## src/rtl/ppu_vga_pkg.sv

```systemverilog
// Shared definitions for the NES-to-VGA scan doubler.
// Holds the default VGA 640x480 timing, the NES picture geometry and the
// pixel types exchanged between the scaler top and its colour LUT.
package ppu_vga_pkg;

    // Default 640x480@60 timing, counted in VGA pixels / lines.
    localparam int VGA_H_VIS    = 640;
    localparam int VGA_H_FP     = 16;
    localparam int VGA_H_SYNC   = 96;
    localparam int VGA_H_BP     = 48;
    localparam int VGA_V_VIS    = 480;
    localparam int VGA_V_FP     = 10;
    localparam int VGA_V_SYNC   = 2;
    localparam int VGA_V_BP     = 33;
    localparam int VGA_H_OFFSET = 64;

    // NES picture geometry.
    localparam int NES_W = 256;
    localparam int NES_H = 240;

    typedef logic [5:0] nes_color_t;

    typedef struct packed {
        logic [7:0] r;
        logic [7:0] g;
        logic [7:0] b;
    } rgb_t;

endpackage

```

## src/rtl/nes_rgb_lut.sv

```systemverilog
// NES master palette lookup.
// Converts a 6-bit NES colour index into 24-bit RGB with one registered
// stage that only advances on pix_tick, so it stays in step with scan-out.
// Ports:
//   clk, rst_n  clock and asynchronous active-low reset
//   pix_tick    VGA pixel enable
//   color_idx   NES colour index (0..63)
//   rgb         registered RGB for the index seen on the previous pix_tick
module nes_rgb_lut
    import ppu_vga_pkg::*;
(
    input  logic       clk,
    input  logic       rst_n,
    input  logic       pix_tick,
    input  nes_color_t color_idx,
    output rgb_t       rgb
);

    // Standard NES palette; the unused "black" slots at 0x0D-0x0F,
    // 0x1D-0x1F, 0x2E-0x2F and 0x3E-0x3F are forced to 000000.
    localparam logic [23:0] PALETTE [64] = '{
        24'h7C7C7C, 24'h0000FC, 24'h0000BC, 24'h4428BC, 24'h940084, 24'hA80020, 24'hA81000, 24'h881400,
        24'h503000, 24'h007800, 24'h006800, 24'h005800, 24'h004058, 24'h000000, 24'h000000, 24'h000000,
        24'hBCBCBC, 24'h0078F8, 24'h0058F8, 24'h6844FC, 24'hD800CC, 24'hE40058, 24'hF83800, 24'hE45C10,
        24'hAC7C00, 24'h00B800, 24'h00A800, 24'h00A844, 24'h008888, 24'h000000, 24'h000000, 24'h000000,
        24'hF8F8F8, 24'h3CBCFC, 24'h6888FC, 24'h9878F8, 24'hF878F8, 24'hF85898, 24'hF87858, 24'hFCA044,
        24'hF8B800, 24'hB8F818, 24'h58D854, 24'h58F898, 24'h00E8D8, 24'h787878, 24'h000000, 24'h000000,
        24'hFCFCFC, 24'hA4E4FC, 24'hB8B8F8, 24'hD8B8F8, 24'hF8B8F8, 24'hF8A4C0, 24'hF0D0B0, 24'hFCE0A8,
        24'hF8D878, 24'hD8F878, 24'hB8F8B8, 24'hB8F8D8, 24'h00FCFC, 24'hF8D8F8, 24'h000000, 24'h000000
    };

    always_ff @(posedge clk or negedge rst_n) begin
        if (!rst_n) begin
            rgb <= '0;
        end else if (pix_tick) begin
            rgb <= rgb_t'(PALETTE[color_idx]);
        end
    end

endmodule

```

## src/rtl/ppu_vga_scaler.sv

```systemverilog
// NES PPU to VGA 640x480 scan doubler.
// The PPU writes one 256-pixel line at a time into a pair of ping-pong line
// buffers (selected by the NES row's LSB). Scan-out reads each NES line for
// two VGA lines, doubles every pixel horizontally, centres the 512-pixel
// picture between 64-pixel black borders and converts through the palette.
// Scan-out pipeline, all stages advancing on pix_tick:
//   tick t   : counter decode, line-buffer read registered
//   tick t+1 : palette LUT registered (RGB at pins, masked by border/blank)
// Sync, blank and border flags ride a matching 2-tick delay line, so every
// pin shows the pixel the counters pointed at two pix_ticks earlier.
// Write strobe: ppu_pix_valid is a one-cycle write enable with no back
// pressure; an asserted strobe with an in-range row is always committed on
// that clk, whether or not pix_tick is high.
// Ports:
//   clk, rst_n           clock and asynchronous active-low reset
//   pix_tick             VGA pixel enable
//   ppu_pix_valid/x/y    PPU pixel write strobe and NES coordinates
//   ppu_color            palette colour index of the written pixel
//   line_req/line_req_y  one-clk request for the PPU to render a NES line
//   frame_start          one-clk pulse at the VGA frame origin
//   vga_r/g/b            RGB, zero outside the picture
//   vga_hs/vs            sync, active low
//   vga_blank            high outside the 640x480 active area
module ppu_vga_scaler
    import ppu_vga_pkg::*;
#(
    parameter int H_VIS    = VGA_H_VIS,
    parameter int H_FP     = VGA_H_FP,
    parameter int H_SYNC   = VGA_H_SYNC,
    parameter int H_BP     = VGA_H_BP,
    parameter int V_VIS    = VGA_V_VIS,
    parameter int V_FP     = VGA_V_FP,
    parameter int V_SYNC   = VGA_V_SYNC,
    parameter int V_BP     = VGA_V_BP,
    parameter int H_OFFSET = VGA_H_OFFSET
) (
    input  logic       clk,
    input  logic       rst_n,
    input  logic       pix_tick,
    input  logic       ppu_pix_valid,
    input  logic [7:0] ppu_pix_x,
    input  logic [7:0] ppu_pix_y,
    input  logic [5:0] ppu_color,
    output logic       line_req,
    output logic [7:0] line_req_y,
    output logic       frame_start,
    output logic [7:0] vga_r,
    output logic [7:0] vga_g,
    output logic [7:0] vga_b,
    output logic       vga_hs,
    output logic       vga_vs,
    output logic       vga_blank
);

    localparam int H_TOT     = H_VIS + H_FP + H_SYNC + H_BP;
    localparam int V_TOT     = V_VIS + V_FP + V_SYNC + V_BP;
    localparam int H_PIC_END = H_OFFSET + 2 * NES_W;

    // ---------------- scan counters ----------------
    logic [9:0] h_cnt;
    logic [9:0] v_cnt;
    logic       h_last;
    logic       v_last;

    assign h_last = (h_cnt == 10'(H_TOT - 1));
    assign v_last = (v_cnt == 10'(V_TOT - 1));

    always_ff @(posedge clk or negedge rst_n) begin
        if (!rst_n) begin
            h_cnt <= '0;
            v_cnt <= '0;
        end else if (pix_tick) begin
            if (h_last) begin
                h_cnt <= '0;
                v_cnt <= v_last ? 10'd0 : v_cnt + 10'd1;
            end else begin
                h_cnt <= h_cnt + 10'd1;
            end
        end
    end

    // ---------------- stage 1 decode ----------------
    logic       active;
    logic       in_pic;
    logic       hs_pre;
    logic       vs_pre;
    logic [7:0] rd_col;
    logic [8:0] rd_addr;

    always_comb begin
        active  = (h_cnt < 10'(H_VIS)) && (v_cnt < 10'(V_VIS));
        in_pic  = (h_cnt >= 10'(H_OFFSET)) && (h_cnt < 10'(H_PIC_END));
        hs_pre  = !((h_cnt >= 10'(H_VIS + H_FP)) && (h_cnt < 10'(H_VIS + H_FP + H_SYNC)));
        vs_pre  = !((v_cnt >= 10'(V_VIS + V_FP)) && (v_cnt < 10'(V_VIS + V_FP + V_SYNC)));
        // Dividing the in-picture offset by two doubles each NES pixel.
        // Outside the picture the address is junk but the pixel is masked.
        rd_col  = 8'((h_cnt - 10'(H_OFFSET)) >> 1);
        // NES line is v_cnt>>1, so its LSB (v_cnt[1]) picks the buffer.
        rd_addr = {v_cnt[1], rd_col};
    end

    // ---------------- ping-pong line buffers ----------------
    // Buffer contents are deliberately not reset. A read and write of the
    // same entry in one clk returns the old value; the write still lands.
    nes_color_t line_buf [0:2*NES_W-1];
    nes_color_t rd_data;
    logic       wr_en;

    // ppu_pix_x is 8 bits, so only the row needs a range check.
    assign wr_en = ppu_pix_valid && (ppu_pix_y < 8'(NES_H));

    always_ff @(posedge clk) begin
        if (wr_en) begin
            line_buf[{ppu_pix_y[0], ppu_pix_x}] <= ppu_color;
        end
        if (pix_tick) begin
            rd_data <= line_buf[rd_addr];
        end
    end

    // ---------------- stage 2: palette ----------------
    rgb_t lut_rgb;

    nes_rgb_lut u_lut (
        .clk       (clk),
        .rst_n     (rst_n),
        .pix_tick  (pix_tick),
        .color_idx (rd_data),
        .rgb       (lut_rgb)
    );

    // ---------------- flag delay line ----------------
    // dark = blanked or in a side border; forces RGB to black at the pins.
    logic [1:0] hs_d;
    logic [1:0] vs_d;
    logic [1:0] blank_d;
    logic [1:0] dark_d;

    always_ff @(posedge clk or negedge rst_n) begin
        if (!rst_n) begin
            hs_d    <= 2'b11;
            vs_d    <= 2'b11;
            blank_d <= 2'b11;
            dark_d  <= 2'b11;
        end else if (pix_tick) begin
            hs_d    <= {hs_d[0], hs_pre};
            vs_d    <= {vs_d[0], vs_pre};
            blank_d <= {blank_d[0], !active};
            dark_d  <= {dark_d[0], !(active && in_pic)};
        end
    end

    assign vga_hs    = hs_d[1];
    assign vga_vs    = vs_d[1];
    assign vga_blank = blank_d[1];
    assign vga_r     = dark_d[1] ? 8'd0 : lut_rgb.r;
    assign vga_g     = dark_d[1] ? 8'd0 : lut_rgb.g;
    assign vga_b     = dark_d[1] ? 8'd0 : lut_rgb.b;

    // ---------------- PPU strobes ----------------
    // Each even VGA line asks for the NES line displayed two VGA lines later,
    // i.e. the one landing in the buffer that has just finished display.
    // The last line of the frame asks for NES line 0.
    always_ff @(posedge clk or negedge rst_n) begin
        if (!rst_n) begin
            line_req    <= 1'b0;
            line_req_y  <= '0;
            frame_start <= 1'b0;
        end else begin
            line_req    <= 1'b0;
            frame_start <= 1'b0;
            if (pix_tick) begin
                frame_start <= h_last && v_last;
                if (h_cnt == 10'd0) begin
                    if (!v_cnt[0] && (v_cnt < 10'(V_VIS - 2))) begin
                        line_req   <= 1'b1;
                        line_req_y <= v_cnt[8:1] + 8'd1;
                    end else if (v_last) begin
                        line_req   <= 1'b1;
                        line_req_y <= 8'd0;
                    end
                end
            end
        end
    end

endmodule
```

## config.mk

```make
export PLATFORM = sky130hd
export DESIGN_NAME = ppu_vga_scaler
export DESIGN_NICKNAME = d
export VERILOG_FILES = /design/src/rtl/ppu_vga_pkg.sv /design/src/rtl/nes_rgb_lut.sv /design/src/rtl/ppu_vga_scaler.sv
export SDC_FILE = /design/constraint.sdc
export NUM_CORES = 2
export LEC_CHECK = 0
export ABC_AREA = 1
export BUFFER_PORTS_ARGS = -buffer_cell sky130_fd_sc_hd__clkbuf_2
export CORE_ASPECT_RATIO = 1.75
export CORE_UTILIZATION = 45
export DETAILED_ROUTE_END_ITERATION = 16
export PLACE_DENSITY_LB_ADDON = 0.25
export SLEW_MARGIN = 20
export SYNTH_ARGS = -nofsm -noshare
export SYNTH_HDL_FRONTEND = slang
export SYNTH_SLANG_ARGS = --single-unit
```

## constraint.sdc

```tcl
create_clock -name clk -period 7.6 [get_ports clk]
set_clock_uncertainty 0.05 [all_clocks]
set_input_delay 0.76 -clock clk [delete_from_list [all_inputs] [get_ports clk]]
set_output_delay 0.76 -clock clk [all_outputs]
set_load 0.01 [all_outputs]
```

Yosys cells after proc, flatten, opt, wreduce, memory -nomap -nowiden
Memories as Yosys holds them, arrays and structs flattened. A register that Yosys moved wholly into a read port is not among the register bits.
Cells that the tools add are included.
Storage, ports and cells
  register bits: 38
  RAM bits: 3072
  memory bits (read-only): 1536
  input port bits: 26
  output and inout bits: 37
  word-level logic and storage cells: 60
  memories: 2
Cells by class
  $add $sub $neg: 4
  $lt $le $gt $ge: 10
  equality and inequality tests: 2
  muxes and demuxes: 14
  bitwise gates (word level): 1
  reductions and logical operators: 18
Memories
  line_buf: depth 512, width 6, rd ports 1, clocked after memory_dff 1, write ports 1, RTL line ppu_vga_scaler.sv:105  | nes_color_t line_buf [0:2*NES_W-1];
  (no name shown): depth 64, width 24, rd ports 1, clocked after memory_dff 1, write ports 0, RTL line nes_rgb_lut.sv:36  | rgb <= rgb_t'(PALETTE[color_idx]);
Operator list (number)
  8-bit 2-to-1 mux: 5
  10-bit < comparator, second input constant: 3
  10-bit by 9-bit < comparator with 1-bit output, second input constant: 3
  10-bit by 1-bit adder with 10-bit output, second input constant: 2
  10-bit equality test, second input constant: 2
  10-bit 2-to-1 mux: 2
  10-bit >= comparator, second input constant: 1
  10-bit by 7-bit >= comparator with 1-bit output, second input constant: 1
  10-bit by 9-bit >= comparator with 1-bit output, second input constant: 1
  10-bit zero test: 1
  9-bit by 7-bit subtractor with 9-bit output, second input constant: 1
  8-bit by 1-bit adder with 8-bit output, second input constant: 1
  1-bit logical AND: 8
  8-bit < comparator, second input constant: 1
  1-bit 2-to-1 mux: 7
  6-bit inverter with 7-bit output: 1
  1-bit zero test: 6
  3-bit AND reduction: 1
  2-bit AND reduction: 1
  2-bit nonzero test: 1

Depth between registers and ports, before layout
  depth in word-level cells: 5
  depth in mapped cells: 21
  mapped depth without buffers: 17

By module
From an unflattened synthesis, not the netlist that was laid out.
Unflattened totals
  cell total of the unflattened synthesis: 12896
  area, all modules: 134072.3 sq um
Modules (own cells, without submodules)
  ppu_vga_scaler: instances 1, cells each 12567, area an instance 132087.9 sq um, seq. area each 93389.6 sq um
  nes_rgb_lut: instances 1, cells each 329, area an instance 1984.4 sq um, seq. area each 450.4 sq um

Worst setup path after synthesis
No wires, ideal clock.
  path kind: register -> register
  from: register h_cnt[6]
  to: register v_cnt[9]
  setup time: 123 ps
  data arrival time: 2615 ps
  data required time: 7427 ps
  slack: 4812 ps
  cell stages (with the launch flop): 17
  path buffers: 3
  clock period less this slack: 2788 ps
  cells stage by stage: dfrtp_1 clkbuf_1 inv_1 clkbuf_1 clkbuf_1 ha_1 inv_1 nor2_1 nand3_1 nor2_2 inv_2 nor2_1 inv_2 nor2_1 nand2_1 o22ai_1 a21oi_1
Between the ends
  longest elaborated chain between the ends: 2
RTL lines
  from (decl): RTL line ppu_vga_scaler.sv:60  | logic [9:0] h_cnt;
  from (signal assigned): RTL line ppu_vga_scaler.sv:77  | h_cnt <= h_cnt + 10'd1;
  10-bit equality test: RTL line ppu_vga_scaler.sv:65  | assign h_last = (h_cnt == 10'(H_TOT - 1));
  2-bit AND reduction (no line)
  to (signal assigned): RTL line ppu_vga_scaler.sv:75  | v_cnt <= v_last ? 10'd0 : v_cnt + 10'd1;
  to (decl): RTL line ppu_vga_scaler.sv:61  | logic [9:0] v_cnt;
No other way between the ends.
A chain may end at the register's enable or synchronous reset.

Worst setup path after layout
  from: register h_cnt[3]
  to: register rd_data[0] (read register of line_buf), data pin
Between the ends
  longest elaborated chain between the ends: 1
RTL lines
  9-bit by 7-bit subtractor with 9-bit output: RTL line ppu_vga_scaler.sv:97  | rd_col = 8'((h_cnt - 10'(H_OFFSET)) >> 1);
  to (decl): RTL line ppu_vga_scaler.sv:106  | nes_color_t rd_data;
No other way between the ends.

==> flow_summary_export.csv <==
group,metric,value,unit
run_status,status,"complete, no violations",
global_route,overflow,0,
clock_tree,cts_tree,"built",
logic_synthesis,async_flop_share,1.79,%
place,dp_cells,16100,
timing,finalHoldViolCount,0,
logic_synthesis,ys.warnings.count,0,
setup_path,crit_arrival,5280,ps
timing,fin_crit,4630,ps
setup_path,crit_chain,"nand2_1 -> inv_4 -> buf_4 -> nand2_1 -> nand2_1 -> inv_1 -> nand2_1 -> nand2_1 -> nand2_1 -> nand2_1 -> nand2_1 -> nand3_1 -> nand2_1 -> nand2_1 -> nand2_1",
final_layout,multiInputGateArea,33400,um2
clock_tree,cts_buffer_depth,4,
global_route,grt_max_degree,226,
setup_path,cp_num_buf_inv,3,
power,pwr_density_cell,345,nW/um2
timing,rsz0062_at_grt,"false",
logic_synthesis,synth_top_area_cell,"edfxtp_1",
final_layout,regArea,93900,um2
timing,drv_slew,0,
timing,clock.fmax,216,MHz
floorplan,die_area,299000,um2
logic_synthesis,yosys.cell_types.count,48,
job,cap_viol_max_count,0,
logic_synthesis,yosysTopAreaCellShare,69.1,%
final_layout,fin_nets,12500,
logic_synthesis,synth.yosys.seq_area_share,70.2,%
route,wire_per_inst,22.7,um
clock_tree,cts_max_level,5,
final_layout,final_cells,16600,
logic_synthesis,postSynthAreaPerCell,10.5,um2
route,wl,376,mm
floorplan,num_rows,264,
logic_synthesis,synthTopCellsByArea,"edfxtp_1, nand2_1, nor2_1",
hold_path,hold_class,"input pin to async pin",
place,port-buffer-count,53,
logic_synthesis,synth-seq-cells,3134,
clock_tree,cts.sinks,3134,
route,drt-initial-drc-count,8607,
timing,setup_violations,0,
setup_path,r2r_start,"h_cnt[3]",
timing,fin_crit_sh,60.9,%
setup_path,cp-start-kind,"flip-flop",
setup_path,crit_fanout,55,
clock_tree,numCtsBuffers,280,
logic_synthesis,netlist_area,134000,um2
final_layout,synthToLayoutAreaGrowth,9.22,%
final_layout,n_fill_cell,26100,
global_route,grt_pass1_vias,88400,
route,vias_per_cell,5.40,
power,p_leak,55.2,nW
clock_tree,post_cts_buffers,0,
setup_path,rrSetupSlack,2970,ps
global_route,grt_use_total,24.7,%
timing,slew_headroom,20.1,%
logic_synthesis,synth_enable_flop_cells,3078,
timing,worstMarginPinSlew,1190,ps
setup_path,r2r_end,"rd_data[0]",
floorplan,die_w,414,um
logic_synthesis,synth.most_common_cell,"nand2_1",
setup_path,cp_slowest_stage_delay,1080,ps
logic_synthesis,synthFlopType,"edfxtp_1",
floorplan,design.portCount,63,
setup_path,reg2reg_depth,15,
route,ant_nets,0,
logic_synthesis,syn_inst,12800,
place,hpwl,220,mm
final_layout,layout-drive-gt1-share,4.86,%
clock_tree,clock_latency,880,ps
setup_path,critPathTopFamily,"simple AND/OR/NAND/NOR gates",
clock_tree,cts_root_buf,"clkbuf_16",
clock_tree,path_clk_slew,70,ps
setup_path,critical-path-slowest-cell,"dfrtp_4",
route,first_pass_iters,6,
power,ir_worst_vdd,0.419,mV
setup_path,crit_type,"flip-flop to flip-flop",
floorplan,start_util,45.2,%
global_route,grt_pass1_wl,553,mm
route,routed-via-count,89400,
setup_path,crit_required,8250,ps
setup_path,cpMostUsedCell,"nand2_1",
floorplan,dieHeight,723,um
setup_path,cp-end-kind,"flip-flop",
logic_synthesis,synth_common_cells,"nand2_1, edfxtp_1, nor2_1, nand3_1, inv_1",
timing,fin_setup_tns,0,ps
global_route,antenna_found_initial,21,
route,drcViolationCount,0,
place,gp_congestion,0.934,
floorplan,core_area,296000,um2
-- where the power goes --
group | leakage, nW | total (W) | switching, W | internal [W]
combinational | 22.5 | 0.0167 | 0.0125 | 0.00420
sequential | 28.3 | 0.0194 | 0.000275 | 0.0191
clock | 4.35 | 0.0142 | 0.00625 | 0.00798
-- sequential cells by signal, indices dropped and copies added, names as in the netlist --
signal	cells
blank_d	2
dark_d	2
frame_start	1
h_cnt	10
hs_d	2
line_buf	3072
line_req	1
line_req_y	8
rd_data	6
u_lut.rgb	18
v_cnt	10
vs_d	2
-- layer usage --
layer	vias to the layer above	global-route usage (%)	wire length, um
met5	-	0	70
met4	12	15.8	26500
met1	43300	28.3	136000
met3	890	2.81	22900
li1	41900	-	-
met2	3296	43.9	190000
-- what timing repair did --
item                      4_1_cts  5_1_grt
hold endpoints to repair        4        0
gates resized for setup         0        0
hold buffers                    1        0
-- worst max-delay path by stage --
stage	startpoint	end	slack (ps)	cells past startpoint
2_1_floorplan	h_cnt[6]	v_cnt[9]	4810	16
3_3_place_gp	h_cnt[3]	rd_data[4]	3060	13
3_5_place_dp	h_cnt[3]	rd_data[4]	3050	13
4_1_cts	h_cnt[3]	rd_data[4]	3010	13
5_1_grt	h_cnt[3]	rd_data[0]	2850	15
6_report	h_cnt[3]	rd_data[0]	2970	15
-- stage by stage --
stage / worst slack [ps] / utilization, % / total power, W / hold slack [ps] / cell area, um2
after floorplan: 4810 / - / 0.0303 / 398 / 134000
after global placement: 3060 / 46.4 / 0.0362 / 404 / 137000
after detailed placement: 3050 / 46.4 / 0.0363 / 407 / 137000
after CTS: 3010 / 49.4 / 0.0504 / 142 / 146000
after global routing: 2850 / 49.4 / 0.0525 / 197 / 146000
final: 2970 / 49.4 / 0.0503 / 198 / 146000
-- layout make-up --
class | count | area share, %
antenna | 9 | 0.0154
clock buffer | 346 | 5.10
clock inverter | 145 | 1.02
inverter | 891 | 2.31
multi-input combinational | 8015 | 22.9
sequential | 3134 | 64.3
tap | 3857 | 3.30
timing repair buffer | 173 | 1.13
-- cells by family (layout without fill, tap and decap cells) --
| group | after synthesis | after routing | share of synthesized area [%] |
|---|---|---|---|
| AO/OA/AOI/OAI | 933 | 933 | 3.61 |
| XOR/XNOR | 3 | 3 | 0.0197 |
| adder cells (fa/ha/maj) | 23 | 23 | 0.215 |
| buffers and inverters | 1652 | 1555 | 5.02 |
| flip-flops | 3134 | 3134 | 70.2 |
| other | 1 | 15 | 0.00280 |
| AND/OR/NAND/NOR | 7050 | 7050 | 21.0 |
-- layout by cell type (no fill, tap or decap), types with 4 or more instances in the layout --
master and instances:
nor2_2 5, clkbuf_16 289, bufinv_16 29, o31ai_1 4, a22oi_1 4, clkbuf_2 47, buf_8 6, o211ai_1 10
o21ai_0 726, nor2_1 1965, clkinv_2 40, a41oi_1 5, inv_1 869, ha_1 23, edfxtp_1 3078, a21oi_1 79
dfstp_2 8, a31oi_1 7, buf_12 34, nand2_4 16, conb_1 6, dfrtp_1 43, o22ai_1 5, nand3_1 1180
clkinvlp_4 11, buf_4 85, diode_2 9, nor3_2 11, clkinv_1 62, o21ai_1 72, nor3_1 15, inv_6 9
inv_8 4, o221ai_1 5, clkbuf_1 57, nand2_1 3844, inv_2 5
(Power assumes the default switching activity.)
